[config.mk]
export PLATFORM = sky130hd
export DESIGN_NAME = tick_bcd_counter_flat
export DESIGN_NICKNAME = d
export VERILOG_FILES = /design/src/rtl/tick_bcd_counter_pkg.sv /design/src/rtl/tick_bcd_counter_if.sv /design/src/rtl/tick_bcd_counter_bcd_digit.sv /design/src/rtl/tick_bcd_counter.sv /design/src/flat_wrapper.sv
export SDC_FILE = /design/constraint.sdc
export NUM_CORES = 1
export LEC_CHECK = 0
export CAP_MARGIN = 0
export CELL_PAD_IN_SITES_DETAIL_PLACEMENT = 1
export CELL_PAD_IN_SITES_GLOBAL_PLACEMENT = 1
export CORE_MARGIN = 3
export CORE_UTILIZATION = 35
export CTS_CLUSTER_SIZE = 24
export DETAILED_ROUTE_END_ITERATION = 12
export PLACE_DENSITY = 0.83
export SKIP_LAST_GASP = 1
export SYNTH_ARGS = -nofsm -noshare
export SYNTH_HDL_FRONTEND = slang
export SYNTH_HIERARCHICAL = 1
export SYNTH_SLANG_ARGS = --single-unit
[constraint.sdc]
create_clock -name clk -period 3.05 [get_ports clk]
set_input_delay 0.61 -clock clk [delete_from_list [all_inputs] [get_ports clk]]
set_output_delay 0.61 -clock clk [all_outputs]
set_load 0.01 [all_outputs]
[src/rtl/tick_bcd_counter_pkg.sv]
// Shared types and helpers for the tick-driven BCD counter: FSM state
// encodings, digit width, and the start/stop transition function.
package tick_bcd_counter_pkg;

  // Width of one BCD digit.
  localparam int BCD_W = 4;

  // Sequencer states. 2'b11 is unused and recovers to ST_IDLE.
  typedef enum logic [1:0] {
    ST_IDLE = 2'b00,
    ST_RUN  = 2'b01,
    ST_HOLD = 2'b10
  } state_t;

  // Next state for the start/stop sequencer. When start and stop are both
  // asserted, stop takes priority in every state.
  function automatic state_t fsm_next(input state_t cur,
                                      input logic   start,
                                      input logic   stop);
    state_t nxt;
    nxt = ST_IDLE;
    case (cur)
      ST_IDLE: nxt = (start && !stop) ? ST_RUN : ST_IDLE;
      ST_RUN:  nxt = stop ? ST_HOLD : ST_RUN;
      ST_HOLD: nxt = (start && !stop) ? ST_RUN : ST_HOLD;
      default: nxt = ST_IDLE;
    endcase
    return nxt;
  endfunction

  // Terminal value of a digit with the given modulus, in digit width.
  function automatic logic [BCD_W-1:0] bcd_last(input int unsigned modulus);
    return BCD_W'(modulus - 1);
  endfunction

endpackage

[src/rtl/tick_bcd_counter_if.sv]
// Control and status bundle of the tick BCD counter. The master side
// (sequencer / bench) drives the tick and level controls; the slave side
// (the counter) returns the digits and status.
interface tick_bcd_counter_if;
  import tick_bcd_counter_pkg::*;

  logic             tick_in;
  logic             start;
  logic             stop;
  logic             clear;
  logic [BCD_W-1:0] ones;
  logic [BCD_W-1:0] tens;
  logic             running;
  logic             wrap_pulse;

  modport master (
    output tick_in, start, stop, clear,
    input  ones, tens, running, wrap_pulse
  );

  modport slave (
    input  tick_in, start, stop, clear,
    output ones, tens, running, wrap_pulse
  );

endinterface

[src/rtl/tick_bcd_counter_bcd_digit.sv]
// One BCD digit with programmable modulus. Counts 0..MOD-1 directly in
// BCD, so no binary-to-BCD step is ever needed. carry flags the inc that
// rolls the digit from MOD-1 back to 0 and feeds the next digit up.
import tick_bcd_counter_pkg::*;

module bcd_digit #(
  parameter int unsigned MOD = 10
) (
  input  logic             clk,
  input  logic             reset,
  input  logic             clr,
  input  logic             inc,
  output logic [BCD_W-1:0] q,
  output logic             carry
);

  localparam logic [BCD_W-1:0] LAST = bcd_last(MOD);

  logic at_last;

  assign at_last = (q == LAST);

  // Carry is combinational so the next digit steps in the same edge.
  assign carry = inc & at_last;

  // Digit register: clear beats increment, wrap at the terminal value.
  always_ff @(posedge clk) begin
    if (reset) begin
      q <= '0;
    end else if (clr) begin
      q <= '0;
    end else if (inc) begin
      if (at_last) begin
        q <= '0;
      end else begin
        q <= q + BCD_W'(1);
      end
    end
  end

endmodule

[src/rtl/tick_bcd_counter.sv]
// Tick BCD counter: edge-detects the divided square wave on tick_in and
// counts rising edges in two cascaded BCD digits while the start/stop
// sequencer is in RUN. A registered one-cycle wrap_pulse marks the
// terminal->0 roll so a further stage can be chained.
//
//   state   | meaning
//   --------+--------------------------------------------------
//   ST_IDLE | after reset; tick edges dropped, waits for start
//   ST_RUN  | tick edges counted; running=1
//   ST_HOLD | paused by stop; tick edges dropped, start resumes
//   2'b11   | unused; returns to ST_IDLE next cycle
import tick_bcd_counter_pkg::*;

module tick_bcd_counter #(
  parameter int unsigned ONES_MOD = 10,
  parameter int unsigned TENS_MOD = 6
) (
  input  logic                  clk,
  input  logic                  reset,
  tick_bcd_counter_if.slave     bus
);

  state_t           state_q;
  state_t           state_d;
  logic             tick_q;
  logic             tick_rise;
  logic             count_en;
  logic             ones_carry;
  logic             tens_carry;
  logic             wrap_q;
  logic [BCD_W-1:0] ones_q;
  logic [BCD_W-1:0] tens_q;

  // Previous tick level; reloads every cycle, so no re-sync after clear.
  always_ff @(posedge clk) begin
    if (reset) begin
      tick_q <= 1'b0;
    end else begin
      tick_q <= bus.tick_in;
    end
  end

  assign tick_rise = bus.tick_in & ~tick_q;

  // Counting looks at the present state only: an edge together with stop
  // still counts, an edge together with start from HOLD/IDLE does not.
  assign count_en = (state_q == ST_RUN) & tick_rise & ~bus.clear;

  // Sequencer state register.
  always_ff @(posedge clk) begin
    if (reset) begin
      state_q <= ST_IDLE;
    end else begin
      state_q <= state_d;
    end
  end

  // Sequencer next-state logic; clear never affects the state.
  always_comb begin
    state_d = state_q;
    state_d = fsm_next(state_q, bus.start, bus.stop);
  end

  bcd_digit #(
    .MOD   (ONES_MOD)
  ) u_ones (
    .clk   (clk),
    .reset (reset),
    .clr   (bus.clear),
    .inc   (count_en),
    .q     (ones_q),
    .carry (ones_carry)
  );

  bcd_digit #(
    .MOD   (TENS_MOD)
  ) u_tens (
    .clk   (clk),
    .reset (reset),
    .clr   (bus.clear),
    .inc   (ones_carry),
    .q     (tens_q),
    .carry (tens_carry)
  );

  // Wrap flag: high for the one cycle after the terminal count rolls to 0.
  always_ff @(posedge clk) begin
    if (reset) begin
      wrap_q <= 1'b0;
    end else if (bus.clear) begin
      wrap_q <= 1'b0;
    end else begin
      wrap_q <= tens_carry;
    end
  end

  assign bus.ones       = ones_q;
  assign bus.tens       = tens_q;
  assign bus.running    = (state_q == ST_RUN);
  assign bus.wrap_pulse = wrap_q;

endmodule
[src/flat_wrapper.sv]
// flat-port wrapper written by rule: the top's interface ports become plain ports
module tick_bcd_counter_flat 
#(
  parameter int unsigned ONES_MOD = 10,
  parameter int unsigned TENS_MOD = 6
)
  (clk, reset, bus_tick_in, bus_start, bus_stop, bus_clear, bus_ones, bus_tens, bus_running, bus_wrap_pulse);
  tick_bcd_counter_if bus_i ();
  input  logic clk;
  input  logic reset;
  input wire logic [$bits(bus_i.tick_in)-1:0] bus_tick_in;
  input wire logic [$bits(bus_i.start)-1:0] bus_start;
  input wire logic [$bits(bus_i.stop)-1:0] bus_stop;
  input wire logic [$bits(bus_i.clear)-1:0] bus_clear;
  output wire logic [$bits(bus_i.ones)-1:0] bus_ones;
  output wire logic [$bits(bus_i.tens)-1:0] bus_tens;
  output wire logic [$bits(bus_i.running)-1:0] bus_running;
  output wire logic [$bits(bus_i.wrap_pulse)-1:0] bus_wrap_pulse;
  assign bus_i.tick_in = bus_tick_in;
  assign bus_i.start = bus_start;
  assign bus_i.stop = bus_stop;
  assign bus_i.clear = bus_clear;
  assign bus_ones = bus_i.ones;
  assign bus_tens = bus_i.tens;
  assign bus_running = bus_i.running;
  assign bus_wrap_pulse = bus_i.wrap_pulse;
  tick_bcd_counter #(.ONES_MOD(ONES_MOD), .TENS_MOD(TENS_MOD)) u_core (.clk(clk), .reset(reset), .bus(bus_i));
endmodule
* After elaboration in Yosys (flattened, before gate mapping)
Index checks and enable logic that the tools add are counted.
Storage, ports and cells: flip-flop bits (word level) 12, input port bits 6, output and inout port bits 10, logic and storage cells 28
Operators by class: add/subtract/negate cells 2, equality and inequality tests 4, muxes and demuxes 6, bitwise logic cells 7, reductions and logical operators 4
Operators with widths (count):
- $add A4 B1 Y4 const B | 2
- $mux W4 | 2
- $pmux W2 S3 | 1
- $and A1 B1 Y1 | 5
- $eq A4 B3 Y1 const B | 1
- $eq A4 B4 Y1 const B | 1
- $mux W2 | 2
- $eq A2 B1 Y1 const B | 1
- $eq A2 B2 Y1 const B | 1
- $logic_not A2 Y1 | 1
- $not A1 Y1 | 2
- $reduce_or A2 Y1 | 1
- $logic_and A1 B1 Y1 | 1
- $logic_not A1 Y1 | 1
- $mux W1 | 1

* Depth between registers and ports, before layout
Gate-level depths: netlist of the first run.
depth after elaboration 6, mapped depth 7, depth with buffers taken out 7

* Hierarchy
Netlist of the first run, hierarchy kept.
By module, submodules not included:
- bcd_digit at u_core.u_ones | times used 1, cells each 20, area an instance 190.2 µm², seq. area each 80.1 µm²
- bcd_digit at u_core.u_tens | times used 1, cells each 19, area an instance 186.4 µm², seq. area each 80.1 µm²
- tick_bcd_counter | times used 1, cells each 16, area an instance 160.2 µm², seq. area each 80.1 µm²

* Least setup slack after synthesis of the first run
No wires, ideal clock.
path kind input port to flip-flop, from input bus_clear, to register u_core.u_tens.q[1], setup time 0.079 ns, arrival 2.030 ns, data required time 2.971 ns, setup slack 0.940 ns, cell stages on the path 7, buffers on the path 0, cell sequence nor2_1 > and3_1 > nand2_2 > nor3b_1 > nand2_2 > or3b_1 > a211oi_2
On the way: longest elaborated chain between the ends 3, elaborated cells on any way between the ends 4, classes of those cells bitwise (3); reduce/logical (1)
RTL lines:
- from (decl) | line flat_wrapper.sv:14 | input wire logic [$bits(bus_i.clear)-1:0] bus_clear;
- $not A1 Y1 | line tick_bcd_counter.sv:47 | assign count_en = (state_q == ST_RUN) & tick_rise & ~bus.clear;
- $and A1 B1 Y1 | line tick_bcd_counter.sv:47
- net u_core.count_en | line tick_bcd_counter.sv:27 | logic count_en;
- $and A1 B1 Y1 | line tick_bcd_counter_bcd_digit.sv:24 | assign carry = inc & at_last;
- net u_core.ones_carry | line tick_bcd_counter.sv:28 | logic ones_carry;
- to (signal assigned) | line tick_bcd_counter_bcd_digit.sv:36 | q <= q + BCD_W'(1);
- to (decl) | line tick_bcd_counter_bcd_digit.sv:13 | output logic [BCD_W-1:0] q,
The timed path passes the listed nets, and every way through them passes these cells. A chain may end at the register's enable or synchronous reset.

* Worst setup path in the final report of the first run
Ends and elaborated chain as after synthesis.

==> results of run 1 <==
-- cell usage after synthesis (all sizes together), types with 2 or more instances --
cell type	count
nor3	6
o21ai	3
xnor2	2
nor2b	5
nand3	2
a211oi	4
xor2	2
a21oi	2
nor3b	2
nand2	5
dfxtp	12
-- flip-flops by register name (all words and copies together), names as in the netlist --
signal	count
u_core/bus.wrap_pulse	1
u_core/u_ones/q	4
u_core/tick_q	1
u_core/u_tens/q	4
u_core/state_q	2
-- logic make-up after synthesis --
family          count (synthesis)  synth area share [%]
simple gates                   29                  35.2
flops                          12                  44.8
xor+xnor                        4                  6.53
compound gates                  9                  12.8
buf+inv                         1                 0.699
-- power groups by stage --
stage / Sequential [mW] / Clock [mW] / Combinational [mW]
2_1_floorplan: 0.163 / 0 / 0.00621
5_1_grt: 0.160 / 0.140 / 0.0234
3_3_place_gp: 0.163 / 0 / 0.0215
3_5_place_dp: 0.163 / 0 / 0.0216
6_report: 0.159 / 0.124 / 0.0217
4_1_cts: 0.159 / 0.130 / 0.0218
-- routing by layer --
metal	GRT usage, %	share of wire, %	up-vias
li1	-	-	240
met4	7.02	0.69	0
met3	7.17	5.1	2
met2	26.0	51	10
met1	15.7	43	217
met5	0	0	-
-- critical path, cell delays in order --
cell and delay, ns:
clkdlybuf4s50_1 0.45, nor2_1 0.10, and3_1 0.25, nand2_2 0.10, nor3b_1 0.31, nand2_2 0.11, or3b_1 0.37, a211oi_2 0.19
-- how the worst max path moves through the flow --
stage / start / endpoint / slack, ns / depth (start not counted)
2_1_floorplan: bus_clear / u_core/u_tens/q[1]$_SDFFE_PP0P_ / 0.94 / 7
3_3_place_gp: bus_clear / u_core/u_tens/q[1]$_SDFFE_PP0P_ / 0.54 / 8
3_5_place_dp: bus_clear / u_core/u_tens/q[1]$_SDFFE_PP0P_ / 0.47 / 8
4_1_cts: bus_clear / u_core/u_tens/q[1]$_SDFFE_PP0P_ / 0.73 / 8
5_1_grt: bus_clear / u_core/u_tens/q[1]$_SDFFE_PP0P_ / 0.60 / 8
6_report: bus_clear / u_core/u_tens/q[1]$_SDFFE_PP0P_ / 0.74 / 8
-- area by class of cell --
type | count | area (um^2)
Timing Repair Buffer | 17 | 165
Clock buffer | 4 | 36.3
Multi-Input combinational cell | 42 | 293
Tap cell | 15 | 18.8
Inverter | 1 | 3.75
Sequential cell | 12 | 240
Fill cell | 159 | 609
==> results summary, run 1 <==
The flow ran to the end, and the final reports show no timing, DRC or antenna violations. Setup repair after global routing left no endpoint under its margin. The share of the core filled with cells came out at between 50% and 60%. The number of vias after detailed routing came out at between 400 and 500. The residual overflow from global routing is 0. The iteration-0 DRC count of the detailed router came out at 4. The clock net in this run drives a total of 12 sinks.

The synthesized design contains 12 register bits. The via count of the first global-routing pass is about 530. TritonCTS built the clock tree. In the post-synthesis netlist, the biggest area contributors are dfxtp_1 45%, a211oi_2 4.7%, nor2b_1 4.7%. The number of buffers added by the clock tree synthesis step came out at 3. The switching power is ~63 uW. The global-route total usage across every layer is between 15 and 20%. In this run the critical register-to-register path is captured at u_core/u_tens/q[1]$_SDFFE_PP0P_. The top cell types in the final layout, fill and taps aside, are 15 x clkdlybuf4s50_1, 12 x dfxtp_1, 5 x nor3_1. The count of input and output buffers is 15. The first global-routing pass estimated roughly 2200 um of wire.

The static leakage is ~0.25 nW. The power after layout is about 310 uW. The final critical-path required period is ~2.3 ns. The sort of element at the end of the critical path is a flop. The half-perimeter wire length after detailed placement came out at 964 um.

The die extent in x is 45.2 um. The I/O pin total came out at 16. The worst vdd rail ir drop came out at around 0.29 mV.

The worst hold endpoint is u_core/u_ones/q[3]$_SDFFE_PP0P_. Sequential cells burn between 50% and 60% of the power. The post-CTS repair timing setup buffer count came out at 0. The wire length after detailed routing is 1300 um.

The cell count after synthesis is between 50 and 60. The clock transition time at the flip-flop clock pins of the worst setup and hold paths is about 0.08 ns. The hold buffer count at CTS came out at 0.

In the routed layout, each cell is associated on average with a via count of 5.15. The area of the die is between 2000 and 2500 um^2. The detail route stage leaves a number of antenna-violating nets equal to 0. The tightest hold path in the finished design has a slack of 0.527 ns.

After layout, the worst path uses ~76% of the clock period. The total standard cell area after synthesis is ~540 um^2. The cell total after placement came out at 87.

The peak fanout along the critical path came out at 4. The number of synthesis warnings is 6. The share of final-layout standard cells stronger than drive strength 1 came out at between 10% and 20%. Yosys mapped a number of flops with a built-in enable equal to 0. Of the total power, combinational logic draws under 10%.

In this run the critical register-to-register path is launched from u_core/state_q[0]$_SDFF_PP0_. The number of antenna diodes in the final layout is 0. The later pin in the worst-skew pair is clocked with a latency of 0.27 ns.

The pin count of the biggest net entering global routing came out at 13. For this run, the detailed router's first-pass iteration total came to 2. The class of the tightest hold or removal check is reg -> reg. In this run the deepest clock path goes through 2 buffers. The worst setup path is of the in -> reg kind. The number of library cell types mapped by synthesis came out at 26. The number of H-tree branching levels is 1. The final count of pins violating max slew is 0. For this run, asynchronously set or reset flops after synthesis account for 0%. The final sum of negative setup slack came out at 0 ns. The final number of hold-violating endpoints came out at 0. The worst hold path begins at u_core/u_ones/q[3]$_SDFFE_PP0P_. The number of nets in the layout is 83. For the pin with the worst max-slew slack, the measured transition is ~0.54 ns. The core region area is roughly 1400 um^2. The setup slack on the worst flop-to-flop path came out at approximately 1.1 ns. Dividing the detail-routed wire length by the instance count gives 14.3 um. The largest clock skew in the final design came out at 0.00948 ns. The synthesized netlist net count came out at 61. The final routed DRC violation total came out at 0.

The number of core rows is 13. The most common flop cell mapped by yosys is dfxtp_1. The power density over the cells came out at 403 nW/um^2.

Summing the sequential cell areas from Yosys gives 44.8% of the chip area. The number of antenna violations at the first check in global routing is 0. The layout overhead on the synthesized area is 41.0%.

The internal cell power is ~240 uW. The library cell used most frequently in the layout, excluding fill and tap cells, is clkdlybuf4s50_1. The root buffer cell is clkbuf_4. The number of instances resized during post-cts repair is 0. The part of the total power dissipated in the clock network came out at 40.6%. The worst relative slew slack came out at between 60% and 70%. Once the floorplan was initialized, standard cells occupied about two fifths of the core. Of the total power, the share spent switching nets is 20.6%. The share of the synthesized area in the top cell type is around 45%. The launching element type of the critical path is an input port. The critical path data required time is 3.24 ns. Static timing analysis puts the maximum clock frequency at about 430 MHz. The slack of the critical path is between 0.7 and 0.8 ns. The per-instance average area after synthesis is about 9.8 um^2. The synthesized design spends more area on one cell type than any other, namely dfxtp_1.

The number of non-filler instances in the completed layout is roughly 90. The final setup violation count is 0. The setup slack after placement is 0.467 ns. Measured along the y axis, the die boundary spans about 45 um. The final standard cell area without fillers came out at between 700 and 800 um^2. The number of cells on the worst reg-to-reg path is 7. Once placement finished, the instance area stood at 721 um^2.

The max-cap violation count is 0. The routability congestion estimate from global placement came out at just over 0.7. Data arrives at the worst endpoint at roughly 2.5 ns. The number of cells on the worst hold path is 2.
(Power assumes the default switching activity.)
==> run 2, diff against run 1 <==
CORE_UTILIZATION = 29   (was 35)
PLACE_DENSITY = 0.74   (was 0.83)
clock period = 2.07 ns   (was 3.05 ns; I/O delays follow)
==> run 2 against run 1 <==
  * Hold slack about the same
  * Total power increased by 34%
  * Worst setup slack got worse by 0.53 ns
  * Largest cell class unchanged
  * Critical endpoint unchanged
  * Routed wire length decreased by 4.4%
  * Clock skew decreased by 0.0052 ns
  * Largest power group unchanged
  * Register-to-register slack got worse by 0.73 ns
  * First-iteration DRC count decreased by 100%
  * Cell count increased by 12%
  * Sequential cell count unchanged
==> results summary, run 2 (same netlist as run 1, synthesis figures left out) <==
The flow ran to the end, and the final reports show no timing, DRC or antenna violations. The wire length after detailed routing came out at 1250 um (-4.4%). The vertical die dimension came out at 49.0 um (+8.5%). The startpoint of the most critical setup path is bus_clear. The hold buffer count at CTS came out at 0 (unchanged). The post-CTS repair timing setup buffer count is 0 (unchanged). The cell family contributing the most delay on the critical path is simple AND/OR/NAND/NOR gates. The power density over the cells came to 524 nW/um^2 (+30%). The peak fanout along the critical path came out at 2 (-2). The worst-skew pair later-pin latency came out at 0.27 ns (about the same).

The ratio of routed vias to standard cells is 4.75 (-7.9%). The static leakage is 0.257 nW (+2.6%). The core region area was 1630 um^2 (+19%). The cell total after placement came out at 99 (+14%). STA classifies the critical path endpoint as a flop. The startpoint of the worst hold path is u_core/u_ones/q[3]$_SDFFE_PP0P_. The final setup violation count came out at 0 (unchanged). The number of non-filler instances in the completed layout came to 102 (+12%). From synthesis to final layout, the design area changed by 45.7%. The number of buffers added by the clock tree synthesis step is 3 (unchanged). The root buffer cell is clkbuf_4.

The final routed DRC violation total came out at 0 (unchanged). The setup slack on the worst flop-to-flop path is 0.40 ns (-0.73 ns). On the critical path, the stage with the largest delay is an instance of clkdlybuf4s50_1. The top cell types in the final layout, fill and taps aside, are 15 x clkdlybuf4s50_1, 12 x dfxtp_1, 5 x buf_4, 5 x nor3_1, 4 x nor2b_1. The worst hold path belongs to the class reg -> reg. The die extent in x is 49.0 um (+8.5%).

The total iterations of the first detailed-routing run is 1 (-1). The final sum of negative setup slack came out at 0 ns (unchanged). The number of antenna violations at the first check in global routing came out at 0 (unchanged). The area of the die came out at 2400 um^2 (+18%). The cell that appears most often on the critical path is nand2_2. The residual overflow from global routing came out at 0 (unchanged).

The global routing's busiest layer is met2. The endpoint identified for the worst register-to-register timing path is u_core/u_tens/q[1]$_SDFFE_PP0P_. The final critical-path share of the clock period is 89.8%.

The largest clock skew in the final design came out at 0.00431 ns (-0.00518 ns). The global-route total usage across every layer came out at 11.8% (-3.4 points). The first-pass GRT wire length is 2150 um (-1.3%). The critical path data required time is 2.26 ns (-0.98 ns). The share of final-layout standard cells stronger than drive strength 1 came to 23.1% (+3.3 points). The largest registers in the layout are u_core/u_ones/q x4, u_core/u_tens/q x4, u_core/state_q x2. The max-cap violation count is 0 (unchanged). The number of instances resized during post-cts repair is 0 (unchanged). The setup slack after placement was -0.151 ns (-0.618 ns). The final count of pins violating max slew is 0 (unchanged). The share of the core filled with cells is 48.0% (-7.4 points). The slack of the critical path was 0.211 ns (-0.531 ns).

The total inserted antenna cells was 0 (unchanged). The worst relative slew slack came to 61.5% (-2.3 points). The maximum root-to-sink buffer count came out at 2 (unchanged). The number of core rows is 14 (+1). The critical path is of the in -> reg type. The maximum single-stage delay on the critical path came out at 0.44 ns (about the same). The worst vdd rail ir drop came out at 0.358 mV (+23%). The arrival time of the worst setup path came out at 2.05 ns (-0.45 ns). The half-perimeter wire length after detailed placement came out at 940 um (-2.5%).

The pin count of the biggest net entering global routing came to 13 (unchanged). The number of H-tree branching levels is 1 (unchanged). The number of sinks handled by clock tree synthesis is 12 (unchanged). TritonCTS built the clock tree. The I/O pin total was 16 (unchanged). Setup repair after global routing left no endpoint under its margin.

The clock transition time at the flip-flop clock pins of the worst setup and hold paths came out at 0.07 ns (about the same). The critical path goes through clkdlybuf4s50_1, nor2_1, and3_1, nand2_2, nor3b_2, nand2_2, or3b_1, a211oi_2. The met3 capacity usage during global routing came out at 5.81% (-1.4 points). The number of nets in the layout came out at 86 (+3.6%).

The count of input and output buffers came out at 15 (unchanged). The residual antenna-violating net count after detailed routing is 0 (unchanged). The number of vias after detailed routing came out at 484 (+3.2%).

The routability congestion estimate from global placement is 0.727 (+1.6%). The number of cells on the worst hold path is 2 (unchanged). The starting density of the core is 32.9% (-6.3 points). The combined buffer and inverter count along the critical path is 1 (unchanged).

The final number of hold-violating endpoints came to 0 (unchanged). The routed length per placed instance is 12.2 um (-15%). The met2 usage in global routing came to 18.8% (-7.2 points). The slew of the pin with the lowest slew margin is 0.575 ns (+0.0338 ns). The iteration-0 DRC count of the detailed router came out at 0 (-4). The worst hold path terminates at u_core/u_ones/q[3]$_SDFFE_PP0P_. STA classifies the critical path startpoint as an input port. The most frequent standard cell in the layout excluding fill and tap cells is clkdlybuf4s50_1. The final critical-path required period is 1.86 ns. The path depth of the worst reg2reg path is 7 (unchanged).

The maximum clock frequency came out at around 540 MHz. The global-route track usage on met1 came out at 14.2% (-1.5 points). The via count of the first global-routing pass is 485 (-7.8%). The reg-to-reg startpoint is u_core/state_q[0]$_SDFF_PP0_.
[run 2: cell types whose count changed in the layout (fill, tap and decap cells not counted), sizes merged]
cell / delta
clkbuf: -1
buf: +3
[run 2: layer usage]
layer	wire length [um]	up-vias
met2	564	12
li1	-	244
met5	0	-
met4	0	0
met1	606	228
met3	75	0
[run 2: worst register-to-register path: stages, from the launching register on]
cell	delay (ns)
dfxtp_1	0.33
nor2b_4	0.17
and3_1	0.20
nand2_2	0.06
nor3b_2	0.21
nand2_2	0.07
or3b_1	0.36
a211oi_2	0.19
[run 2: layout make-up]
cell class / count / area, um^2
Clock buffer: 3 / 22.5
Fill cell: 199 / 847
Multi-Input combinational cell: 42 / 298
Timing Repair Buffer: 20 / 188
Tap cell: 24 / 30.0
Inverter: 1 / 3.75
Sequential cell: 12 / 240
[run 2: power breakdown]
part           leakage [nW]  total (mW)  switching, mW  internal (mW)
clock                0.0138       0.142         0.0748         0.0674
sequential           0.0971       0.235        0.00143          0.233
combinational         0.146      0.0326         0.0157         0.0169
[run 2: per-stage QoR]
step	hold WS [ns]	cell area (um^2)	power, mW
2_1_floorplan	0.476	537	0.249
3_5_place_dp	0.521	754	0.273
4_1_cts	0.531	777	0.417
6_report	0.527	782	0.410
3_3_place_gp	0.502	754	0.272
5_1_grt	0.566	782	0.433
[run 2: how the worst max path moves through the flow]
stage	end	depth (start not counted)	slack, ns
3_3_place_gp	u_core/u_tens/q[1]$_SDFFE_PP0P_	8	-0.1
4_1_cts	u_core/u_tens/q[1]$_SDFFE_PP0P_	8	0.13
2_1_floorplan	u_core/u_tens/q[1]$_SDFFE_PP0P_	7	0.13
6_report	u_core/u_tens/q[1]$_SDFFE_PP0P_	8	0.21
5_1_grt	u_core/u_tens/q[1]$_SDFFE_PP0P_	8	0.06
3_5_place_dp	u_core/u_tens/q[1]$_SDFFE_PP0P_	8	-0.15
